--- src/rtl/act_unit_scheduler_pkg.sv ---
// -----------------------------------------------------------------------------
// act_sched_pkg
//
// Shared constants and types for the activation-unit scheduler:
//   - default fixed-point formats of the activation unit operand/result
//   - default requester count and ID width
//   - GRU requester IDs (update gate Z, reset gate R, candidate state H)
//   - activation mode encoding driven onto act_modeSEL
//   - small helper for round-robin index wrap
// -----------------------------------------------------------------------------
package act_sched_pkg;

  // Operand format into the activation unit: signed WI.WF
  localparam int DEF_WI_IN  = 6;
  localparam int DEF_WF_IN  = 14;

  // Result format out of the activation unit: signed WI.WF
  localparam int DEF_WI_OUT = 8;
  localparam int DEF_WF_OUT = 6;

  // Requester population (legal range 2..8)
  localparam int DEF_N_REQ  = 3;
  localparam int DEF_ID_W   = $clog2(DEF_N_REQ);

  // GRU gate requester IDs
  typedef enum logic [1:0] {
    ID_Z = 2'd0,  // update gate
    ID_R = 2'd1,  // reset gate
    ID_H = 2'd2   // candidate state
  } gru_req_id_e;

  // Activation function select as seen by the unit (ReLU enable overrides)
  typedef enum logic {
    MODE_TANH   = 1'b0,
    MODE_LOGSIG = 1'b1
  } act_mode_e;

  // Next index after idx in a ring of n entries.
  function automatic int wrap_inc(input int idx, input int n);
    return (idx + 1 >= n) ? 0 : idx + 1;
  endfunction

endpackage : act_sched_pkg

--- src/rtl/act_unit_scheduler_rr_arbiter.sv ---
// -----------------------------------------------------------------------------
// rr_arbiter
//
// Round-robin arbiter with a registered priority pointer. The grant is purely
// combinational over req: the search starts at rr_ptr and walks upward with
// wrap, so the most recently served requester has the lowest priority next.
// The pointer moves to (winner + 1) mod N_REQ only when the grant is actually
// consumed (adv high and some request present); otherwise it holds.
//
// Ports:
//   CLK       in   clock, rising edge
//   RST       in   synchronous active-high reset (pointer -> 0)
//   req       in   N_REQ request vector
//   adv       in   downstream can take the winner this cycle
//   grant     out  one-hot grant (all zero when no request)
//   grant_id  out  binary index of the granted requester
// -----------------------------------------------------------------------------
module rr_arbiter
  import act_sched_pkg::*;
#(
  parameter int N_REQ = DEF_N_REQ,
  parameter int ID_W  = $clog2(N_REQ)
) (
  input  logic             CLK,
  input  logic             RST,
  input  logic [N_REQ-1:0] req,
  input  logic             adv,
  output logic [N_REQ-1:0] grant,
  output logic [ID_W-1:0]  grant_id
);

  logic [ID_W-1:0] rr_ptr_q, rr_ptr_d;
  logic            found;

  // Masked priority search starting at rr_ptr_q.
  // NOTE: every output of a combinational block gets a default assignment
  // before any conditional logic; a path that leaves one unassigned would
  // infer a latch.
  always_comb begin : search
    int              idx;
    logic [ID_W-1:0] idx_l;
    grant    = '0;
    grant_id = '0;
    found    = 1'b0;
    idx      = 0;
    idx_l    = '0;
    for (int off = 0; off < N_REQ; off++) begin
      idx = int'(rr_ptr_q) + off;
      if (idx >= N_REQ) idx = idx - N_REQ;
      idx_l = ID_W'(idx);
      if (!found && req[idx_l]) begin
        found        = 1'b1;
        grant[idx_l] = 1'b1;
        grant_id     = idx_l;
      end
    end
  end

  // Pointer only moves when the grant is consumed.
  always_comb begin
    rr_ptr_d = rr_ptr_q;
    if (adv && found) begin
      rr_ptr_d = ID_W'(wrap_inc(int'(grant_id), N_REQ));
    end
  end

  // NOTE: state registers use non-blocking assignments so every flop samples
  // the pre-edge value of its inputs regardless of block evaluation order.
  always_ff @(posedge CLK) begin
    if (RST) begin
      rr_ptr_q <= '0;
    end else begin
      rr_ptr_q <= rr_ptr_d;
    end
  end

endmodule : rr_arbiter

--- src/rtl/act_unit_scheduler.sv ---
// -----------------------------------------------------------------------------
// act_unit_scheduler
//
// Shares one external combinational piecewise-linear activation unit
// (logsig / tanh / ReLU) among the GRU gate requesters. Two register stages:
//   S1: selected operand, mode and ReLU enable presented to the unit
//       (act_x / act_modeSEL / act_ReLU_EN) plus the requester tag.
//   S2: unit result captured with its requester tag (rsp_y / rsp_id).
// Both stages are elastic: a full pipeline sustains one op per cycle and
// downstream back-pressure stalls S2 and, when occupied, S1. The scheduler
// performs no arithmetic; act_y is captured untouched. The parent ties the
// same RST to the activation unit's coefficient ROMs.
//
// Build option:
//   ACT_STATS_EN  adds stat_cnt, one saturating 16-bit completed-op counter
//                 per requester (requester i at [i*16 +: 16]).
//
// Ports:
//   CLK, RST            clock; synchronous active-high reset
//   req_valid/ready     per-requester handshake (ready is one-hot or zero)
//   req_x               packed signed operands, requester i at [i*WL_in +: WL_in]
//   req_mode            1 = logsig, 0 = tanh
//   req_relu            1 = ReLU (overrides mode)
//   act_x, act_modeSEL, act_ReLU_EN   registered drive to the activation unit
//   act_y               unit result (combinational from act_*)
//   rsp_valid/ready     response handshake
//   rsp_y, rsp_id       result and originating requester
// -----------------------------------------------------------------------------
module act_unit_scheduler
  import act_sched_pkg::*;
#(
  parameter  int N_REQ  = DEF_N_REQ,
  parameter  int WI_in  = DEF_WI_IN,
  parameter  int WF_in  = DEF_WF_IN,
  parameter  int WI_out = DEF_WI_OUT,
  parameter  int WF_out = DEF_WF_OUT,
  parameter  int ID_W   = $clog2(N_REQ),
  localparam int WL_in  = WI_in + WF_in,
  localparam int WL_out = WI_out + WF_out
) (
  input  logic                   CLK,
  input  logic                   RST,
  // requester side
  input  logic [N_REQ-1:0]       req_valid,
  output logic [N_REQ-1:0]       req_ready,
  input  logic [N_REQ*WL_in-1:0] req_x,
  input  logic [N_REQ-1:0]       req_mode,
  input  logic [N_REQ-1:0]       req_relu,
  // activation unit side
  output logic [WL_in-1:0]       act_x,
  output logic                   act_modeSEL,
  output logic                   act_ReLU_EN,
  input  logic [WL_out-1:0]      act_y,
  // response side
  output logic                   rsp_valid,
  input  logic                   rsp_ready,
  output logic [WL_out-1:0]      rsp_y,
  output logic [ID_W-1:0]        rsp_id
`ifdef ACT_STATS_EN
  ,
  output logic [N_REQ*16-1:0]    stat_cnt
`endif
);

  // ---------------------------------------------------------------------------
  // Pipeline flow control
  // ---------------------------------------------------------------------------
  logic             adv1, adv2, accept;
  logic [N_REQ-1:0] grant;
  logic [ID_W-1:0]  grant_id;

  // S1 state
  logic [WL_in-1:0] act_x_q, act_x_d;
  act_mode_e        act_mode_q, act_mode_d;
  logic             act_relu_q, act_relu_d;
  logic [ID_W-1:0]  s1_id_q, s1_id_d;
  logic             s1_valid_q, s1_valid_d;

  // S2 state
  logic [WL_out-1:0] rsp_y_q, rsp_y_d;
  logic [ID_W-1:0]   rsp_id_q, rsp_id_d;
  logic              rsp_valid_q, rsp_valid_d;

  // S2 can take new data when empty or being drained this cycle; S1 can take
  // new data when empty or when it can hand its op to S2.
  assign adv2 = !rsp_valid_q || rsp_ready;
  assign adv1 = !s1_valid_q || adv2;

  // A non-zero grant implies some req_valid is set, so accepting needs only
  // adv1 and any request.
  assign accept = adv1 && (|req_valid);

  // Ready is a function of req_valid and pipeline state only, never of the
  // operand payload. Forced low during reset so nothing is accepted.
  assign req_ready = grant & {N_REQ{adv1 && !RST}};

  rr_arbiter #(
    .N_REQ (N_REQ),
    .ID_W  (ID_W)
  ) u_arb (
    .CLK      (CLK),
    .RST      (RST),
    .req      (req_valid),
    .adv      (adv1 && !RST),
    .grant    (grant),
    .grant_id (grant_id)
  );

  // ---------------------------------------------------------------------------
  // Operand unpacking
  // ---------------------------------------------------------------------------
  logic [WL_in-1:0] req_x_arr [N_REQ];

  for (genvar g = 0; g < N_REQ; g++) begin : g_unpack
    assign req_x_arr[g] = req_x[g*WL_in +: WL_in];
  end

  // ---------------------------------------------------------------------------
  // S1: operand / mode register feeding the activation unit
  // ---------------------------------------------------------------------------
  always_comb begin
    act_x_d    = act_x_q;
    act_mode_d = act_mode_q;
    act_relu_d = act_relu_q;
    s1_id_d    = s1_id_q;
    s1_valid_d = s1_valid_q;
    if (adv1) begin
      if (accept) begin
        act_x_d    = req_x_arr[grant_id];
        act_mode_d = act_mode_e'(req_mode[grant_id]);
        act_relu_d = req_relu[grant_id];
        s1_id_d    = grant_id;
        s1_valid_d = 1'b1;
      end else begin
        // Bubble: drop valid but leave act_* where they were so the unit's
        // inputs do not toggle needlessly.
        s1_valid_d = 1'b0;
      end
    end
  end

  // ---------------------------------------------------------------------------
  // S2: response register
  // ---------------------------------------------------------------------------
  always_comb begin
    rsp_y_d     = rsp_y_q;
    rsp_id_d    = rsp_id_q;
    rsp_valid_d = rsp_valid_q;
    if (adv2) begin
      rsp_y_d     = act_y;
      rsp_id_d    = s1_id_q;
      rsp_valid_d = s1_valid_q;
    end
  end

  always_ff @(posedge CLK) begin
    if (RST) begin
      act_x_q     <= '0;
      act_mode_q  <= MODE_TANH;
      act_relu_q  <= 1'b0;
      s1_id_q     <= '0;
      s1_valid_q  <= 1'b0;
      rsp_y_q     <= '0;
      rsp_id_q    <= '0;
      rsp_valid_q <= 1'b0;
    end else begin
      act_x_q     <= act_x_d;
      act_mode_q  <= act_mode_d;
      act_relu_q  <= act_relu_d;
      s1_id_q     <= s1_id_d;
      s1_valid_q  <= s1_valid_d;
      rsp_y_q     <= rsp_y_d;
      rsp_id_q    <= rsp_id_d;
      rsp_valid_q <= rsp_valid_d;
    end
  end

  assign act_x       = act_x_q;
  assign act_modeSEL = act_mode_q;
  assign act_ReLU_EN = act_relu_q;
  assign rsp_y       = rsp_y_q;
  assign rsp_id      = rsp_id_q;
  assign rsp_valid   = rsp_valid_q;

  // ---------------------------------------------------------------------------
  // Optional per-requester completion counters
  // ---------------------------------------------------------------------------
`ifdef ACT_STATS_EN
  logic [N_REQ-1:0][15:0] stat_q, stat_d;

  // Count on the response handshake, saturating at all-ones.
  always_comb begin
    stat_d = stat_q;
    if (rsp_valid_q && rsp_ready && (stat_q[rsp_id_q] != 16'hFFFF)) begin
      stat_d[rsp_id_q] = stat_q[rsp_id_q] + 16'd1;
    end
  end

  always_ff @(posedge CLK) begin
    if (RST) begin
      stat_q <= '0;
    end else begin
      stat_q <= stat_d;
    end
  end

  assign stat_cnt = stat_q;
`endif

endmodule : act_unit_scheduler
--- config.mk ---
export PLATFORM = sky130hd
export DESIGN_NAME = act_unit_scheduler
export DESIGN_NICKNAME = d
export VERILOG_FILES = /design/src/rtl/act_unit_scheduler_pkg.sv /design/src/rtl/act_unit_scheduler_rr_arbiter.sv /design/src/rtl/act_unit_scheduler.sv
export SDC_FILE = /design/constraint.sdc
export NUM_CORES = 1
export LEC_CHECK = 0
export ABC_CLOCK_PERIOD_IN_PS = 3000
export CORE_MARGIN = 2
export CORE_UTILIZATION = 30
export DETAILED_ROUTE_END_ITERATION = 8
export PLACE_DENSITY = 0.69
export REMOVE_ABC_BUFFERS = 1
export SLEW_MARGIN = 5
export SYNTH_ARGS = -nofsm -noshare
export SYNTH_HDL_FRONTEND = slang
export SYNTH_HIERARCHICAL = 1
export SYNTH_SLANG_ARGS = --single-unit
--- constraint.sdc ---
create_clock -name CLK -period 3 [get_ports CLK]
set_clock_uncertainty 0.15 [all_clocks]
set_input_delay 0.6 -clock CLK [delete_from_list [all_inputs] [get_ports CLK]]
set_output_delay 0.6 -clock CLK [all_outputs]
set_load 0.01 [all_outputs]
Word-level counts from Yosys, hierarchy flattened
Cells that the tools add are included.
- register bits after elaboration: 44
- bits in latches: 0
- memory bits (writable): 0
- bits in read-only memories: 0
- bits of input ports: 86
- logic and storage cells: 81
- memories: 0
- add/sub/neg operators: 6
- multipliers: 0
- divide/modulo/power cells: 0
- $lt $le $gt $ge: 12
- eq/ne operators: 0
- shifts and indexed selects: 0
- mux-type cells: 33
- bitwise gates (word level): 4
- reductions and logical operators: 17
- operators with widths (cell ; number):
    $bmux W20 S2 ; 1
    $mux W20 ; 2
    $mux W2 ; 7
    $lt A2 B3 Y1 const B ; 4
    $mux W1 ; 12
    $bmux W1 S2 ; 5
    $ge A3 B2 Y1 const B ; 3
    $mux W3 ; 3
    $logic_and A1 B1 Y1 ; 8
    $add A2 B1 Y3 const B ; 2
    $demux W1 S2 ; 3
    $ge A2 B1 Y1 const B ; 3
    $or A3 B3 Y3 ; 2
    $logic_not A1 Y1 ; 5
    $sub A2 B1 Y2 const B ; 2
    $add A2 B2 Y3 const B ; 1
    $and A3 B3 Y3 ; 1
    $ge A3 B3 Y1 const B ; 1
    $not A2 Y3 ; 1
    $reduce_or A3 Y1 ; 1
    $ge A2 B2 Y1 const B ; 1
    $logic_or A1 B1 Y1 ; 2
    $reduce_and A2 Y1 ; 1
    $sub A2 B2 Y2 const B ; 1

Logic depth before layout (Yosys ltp)
- word-level depth: 15
- depth in mapped cells: 12
- gate-level depth less buffers: 9

Hierarchy
Netlist, hierarchy kept.
- by module, submodules not included (module ; times used ; cells an instance ; area an instance (µm²)):
    act_unit_scheduler ; 1 ; 244 ; 2048.2
    rr_arbiter ; 1 ; 50 ; 440.4

Worst setup path after synthesis
No wires, ideal clock.
- path type: reg2out
- start point: register u_arb.rr_ptr_q[0]
- end point: output port req_ready[1]
- arrival: 1.782 ns
- slack: 0.468 ns
- stages on the path, launching flop included: 10
- buffers on the path: 1
- cells stage by stage: dfxtp_1 > inv_1 > ha_1 > buf_4 > mux2i_1 > o22ai_1 > nor2b_1 > nand2_1 > a31oi_1 > and2_1
- word-level cells in the longest chain between the ends: 12
- elaborated cells between the ends (all ways): 44
- ends and longest elaborated chain (item ; RTL line ; text):
    start, declared ; act_unit_scheduler_rr_arbiter.sv:32 ; logic [ID_W-1:0] rr_ptr_q, rr_ptr_d;
    start signal, assigned ; act_unit_scheduler_rr_arbiter.sv:73 ; rr_ptr_q <= rr_ptr_d;
    $add A2 B1 Y3 (tied with other cells) ; act_unit_scheduler_rr_arbiter.sv:48 ; idx = int'(rr_ptr_q) + off;
    $ge A3 B2 Y1 (tied with other cells) ; act_unit_scheduler_rr_arbiter.sv:49 ; if (idx >= N_REQ) idx = idx - N_REQ;
    $mux W2 (tied with other cells) ; act_unit_scheduler_rr_arbiter.sv:49 ;
    $lt A2 B3 Y1 (implied by the code) (tied with other cells) ; act_unit_scheduler_rr_arbiter.sv:53 ; grant[idx_l] = 1'b1;
    $logic_and A1 B1 Y1 (implied by the code) (tied with other cells) ; act_unit_scheduler_rr_arbiter.sv:53 ;
    $mux W1 (implied by the code) (tied with other cells) ; act_unit_scheduler_rr_arbiter.sv:53 ;
    $demux W1 S2 (tied with other cells) ; - ;
    $or A3 B3 Y3 (no source line) or $mux W1 (tied branches) ; - ;
    $mux W3 or $logic_not A1 Y1 (tied branches) ; act_unit_scheduler_rr_arbiter.sv:51 ; if (!found && req[idx_l]) begin
    $or A3 B3 Y3 (no source line) or $logic_and A1 B1 Y1 (tied branches) ; - ;
    $mux W3 * ; act_unit_scheduler_rr_arbiter.sv:51 ;
    named net grant[1] ; act_unit_scheduler.sv:69 ; logic [N_REQ-1:0] grant;
    $and A3 B3 Y3 * ; act_unit_scheduler.sv:95 ; assign req_ready = grant & {N_REQ{adv1 && !RST}};
    end, declared ; act_unit_scheduler.sv:45 ; output logic [N_REQ-1:0] req_ready,
The timed path passes the listed nets; every way through them passes the cells marked *. The select of a mux whose other input is x is not followed.

Final worst setup path
- start point: register u_arb.rr_ptr_q[0]
- end point: output port req_ready[2]
The elaborated chain is that of the path after synthesis.

==> impl_metrics.py <==
metrics = {
    "die": {
        "initial_core_util_pct": 30.6,
        "io_pins": 128,
        "rows": 33,
        "core_um2": 8130,
        "die_h_um": 95.1,
        "die_w_um": 95.1,
        "die_area_um2": 9040,
    },
    "synthesis": {
        "ys_seq_area_share_pct": 35.4,
        "synth_cell_types": 40,
        "synth.top_cells.by_area": "dfxtp_1 35%, mux2i_1 9.7%, a21oi_1 8.8%, nand2_1 8.7%, a311oi_1 7.7%",
        "syn_area_per_cell_um2": 8.46,
        "ys_warn_count": 6,
        "synth_top_cell_by_area": "dfxtp_1",
        "ys_seq_elements": 44,
        "syn-cell-area_um2": 2490,
        "synth.top_cell.area_share_pct": 35.4,
        "synthCells": 294,
    },
    "clocking": {
        "cts_made_buffers": 5,
        "h-tree-depth": 2,
        "clkTransAtPathRegs_ns": 0.08,
        "root_buffer": "clkbuf_8",
        "cts.path.max_buffers": 2,
        "clkLatencyLatePin_ns": 0.30,
        "clkSinkCount": 44,
        "cts_tree": "done",
        "postCtsHoldBufs": 0,
    },
    "global_routing": {
        "grt_max_degree": 46,
        "grt_pass1_wl_mm": 11.6,
        "grt_overflow_total": 0,
        "antenna_found_initial": 0,
        "first_global_vias": 2479,
        "grtUsageTotal_pct": 16.4,
    },
    "place": {
        "port_buffers": 127,
        "gp_congestion": 0.745,
        "post-place-ws_ns": -0.222,
        "dp_hpwl_mm": 5.50,
    },
    "hold_path": {
        "hold_depth": 2,
        "holdPathEnd": "rsp_y[13]",
        "holdCritStartpoint": "rsp_y[13]",
        "hp-class": "reg -> reg",
    },
    "status": {
        "status": "complete, no violations",
    },
    "final_layout": {
        "antennaDiodeCount": 0,
        "areaGrowthSynthToFinish_pct": 69.5,
        "nFillCells": 765,
        "post-route-util_pct": 51.9,
        "final_cell_mix": "120 x clkdlybuf4s50_1, 58 x nand2_1, 44 x a21oi_1",
        "layout.nets": 529,
        "drive_gt1_share_pct": 15.0,
        "final_common_cell": "clkdlybuf4s50_1",
    },
    "timing": {
        "relSlewSlack_pct": 61.5,
        "setup_viol": 0,
        "fmaxAchievable_mhz": 338,
        "maxSlewViolCount": 0,
        "hold_viol": 0,
        "setup_tns_ns": 0,
        "timing.final.crit_share_pct": 98.5,
        "fin_ws_ns": 0.0446,
        "tightest_slew_ns": 0.578,
        "fin_crit_ns": 2.96,
    },
    "worst_setup_path": {
        "critPathArrivalTime_ns": 2.21,
        "crit_path_end_kind": "output port",
        "start_kind": "flip-flop",
        "r2r_end": "act_x[5]",
        "worstSetupPathType": "reg -> out",
        "critPathRequiredTime_ns": 2.25,
        "path_max_fanout": 6,
        "reg2regPathDepth": 11,
        "r2r_start": "u_arb/rr_ptr_q[1]",
        "rrSetupSlack_ns": 0.21,
    },
    "drt": {
        "routed_wl_mm": 7.64,
        "first_pass_iters": 4,
        "drt_iter0_drc": 91,
        "drt-vias-per-instance": 4.83,
        "drc_errors": 0,
        "antenna_left": 0,
        "vias": 2633,
        "wl_per_cell_um": 14.0,
    },
    "pwr": {
        "ir_drop_uv": 265,
        "power_density_nw_per_um2": 658,
        "p_leak_nw": 1.61,
    },
    "job": {
        "cap_violations": 0,
    },
}
## layout make-up
type                            instances  area, um2  area share (%)
Tap cell                              105        131            3.11
Sequential cell                        44        886            21.0
Multi-Input combinational cell        223       1510            35.7
Inverter                                2       7.51           0.178
Clock buffer                            5       68.8            1.63
Clock inverter                          3       42.5            1.01
Timing Repair Buffer                  163       1580            37.3
## timing repair
action                                  CTS  global route
gates cloned                              0             0
pin swaps                                 0             4
resized for setup                         9            14
endpoints found under the setup margin    3             4
buffers inserted                          3             3
## where the power goes
| group | switching [W] | leakage, nW | total (W) | internal, W |
|---|---|---|---|---|
| Sequential | 0.0000695 | 0.366 | 0.000773 | 0.000703 |
| Clock | 0.000203 | 0.0541 | 0.000449 | 0.000246 |
| Combinational | 0.000676 | 1.19 | 0.00155 | 0.000876 |
## synthesized netlist by cell type, drive strengths merged
cell	n
nand2	58
a21oi	44
dfxtp	44
mux2i	25
a311oi	22
or2	22
buf	16
clkbuf	9
nand2b	5
nand3b	5
nor2	5
nor2b	5
o21ai	5
ha	4
nand3	4
and2	3
inv	2
o21a	2
a211oi	1
a22oi	1
a31oi	1
and2b	1
and3b	1
nand4b	1
nor3	1
o211ai	1
o221ai	1
o22ai	1
o31ai	1
o32ai	1
o41ai	1
or3	1
## flip-flops by register name (all words and copies together) (netlist names)
signal          cells
act_x              20
rsp_y              14
rsp_id              2
s1_id_q             2
u_arb/rr_ptr_q      2
act_ReLU_EN         1
act_modeSEL         1
rsp_valid           1
s1_valid_q          1
## worst max-delay path by stage
stage                            startpoint            to  slack [ns]  cells past startpoint
after floorplan           u_arb/rr_ptr_q[0]   act_ReLU_EN       -0.66                      9
after global placement         req_valid[1]  req_ready[1]       -0.18                      8
after detailed placement       req_valid[1]  req_ready[1]       -0.22                      8
after CTS                 u_arb/rr_ptr_q[0]  req_ready[0]        0.06                      9
after global routing      u_arb/rr_ptr_q[0]  req_ready[2]      -0.006                      9
final                     u_arb/rr_ptr_q[0]  req_ready[2]        0.04                      9
## kinds of logic (layout without fill, tap and decap cells)
family	count (synthesis)	after routing	synth area share, %
AO/OA/AOI/OAI	82	82	23.0
multiplexers	25	25	10.6
flip-flops	44	44	35.4
AND/OR/NAND/NOR	112	112	22.1
buffers and inverters	27	173	6.94
adder cells (fa/ha/maj)	4	4	2.01
## worst max-delay path, stage by stage (launching register included)
cell             delay [ns]
dfxtp_4                0.38
inv_1                  0.09
ha_4                   0.33
mux2i_1                0.10
o21ai_2                0.29
buf_4                  0.17
nand3_1                0.09
nand3_1                0.09
and2_1                 0.13
clkdlybuf4s15_1        0.24
## metal layers
metal	share of wire, %	global-route usage (%)
met5	0	0
met4	0.89	4.23
met3	9.2	6.17
met2	48	29.1
met1	41	18.3
## metrics by stage
stage | cell area [um2] | cells | power [W] | hold slack [ns]
2_1_floorplan | 2320 | 269 | 0.00154 | 0.277
3_3_place_gp | 4000 | 531 | 0.00221 | 0.289
3_5_place_dp | 4000 | 531 | 0.00224 | 0.293
4_1_cts | 4150 | 542 | 0.00272 | 0.305
5_1_grt | 4220 | 545 | 0.00294 | 0.327
6_report | 4220 | 545 | 0.00277 | 0.303
Note: power is estimated with default switching activity, not from simulation.
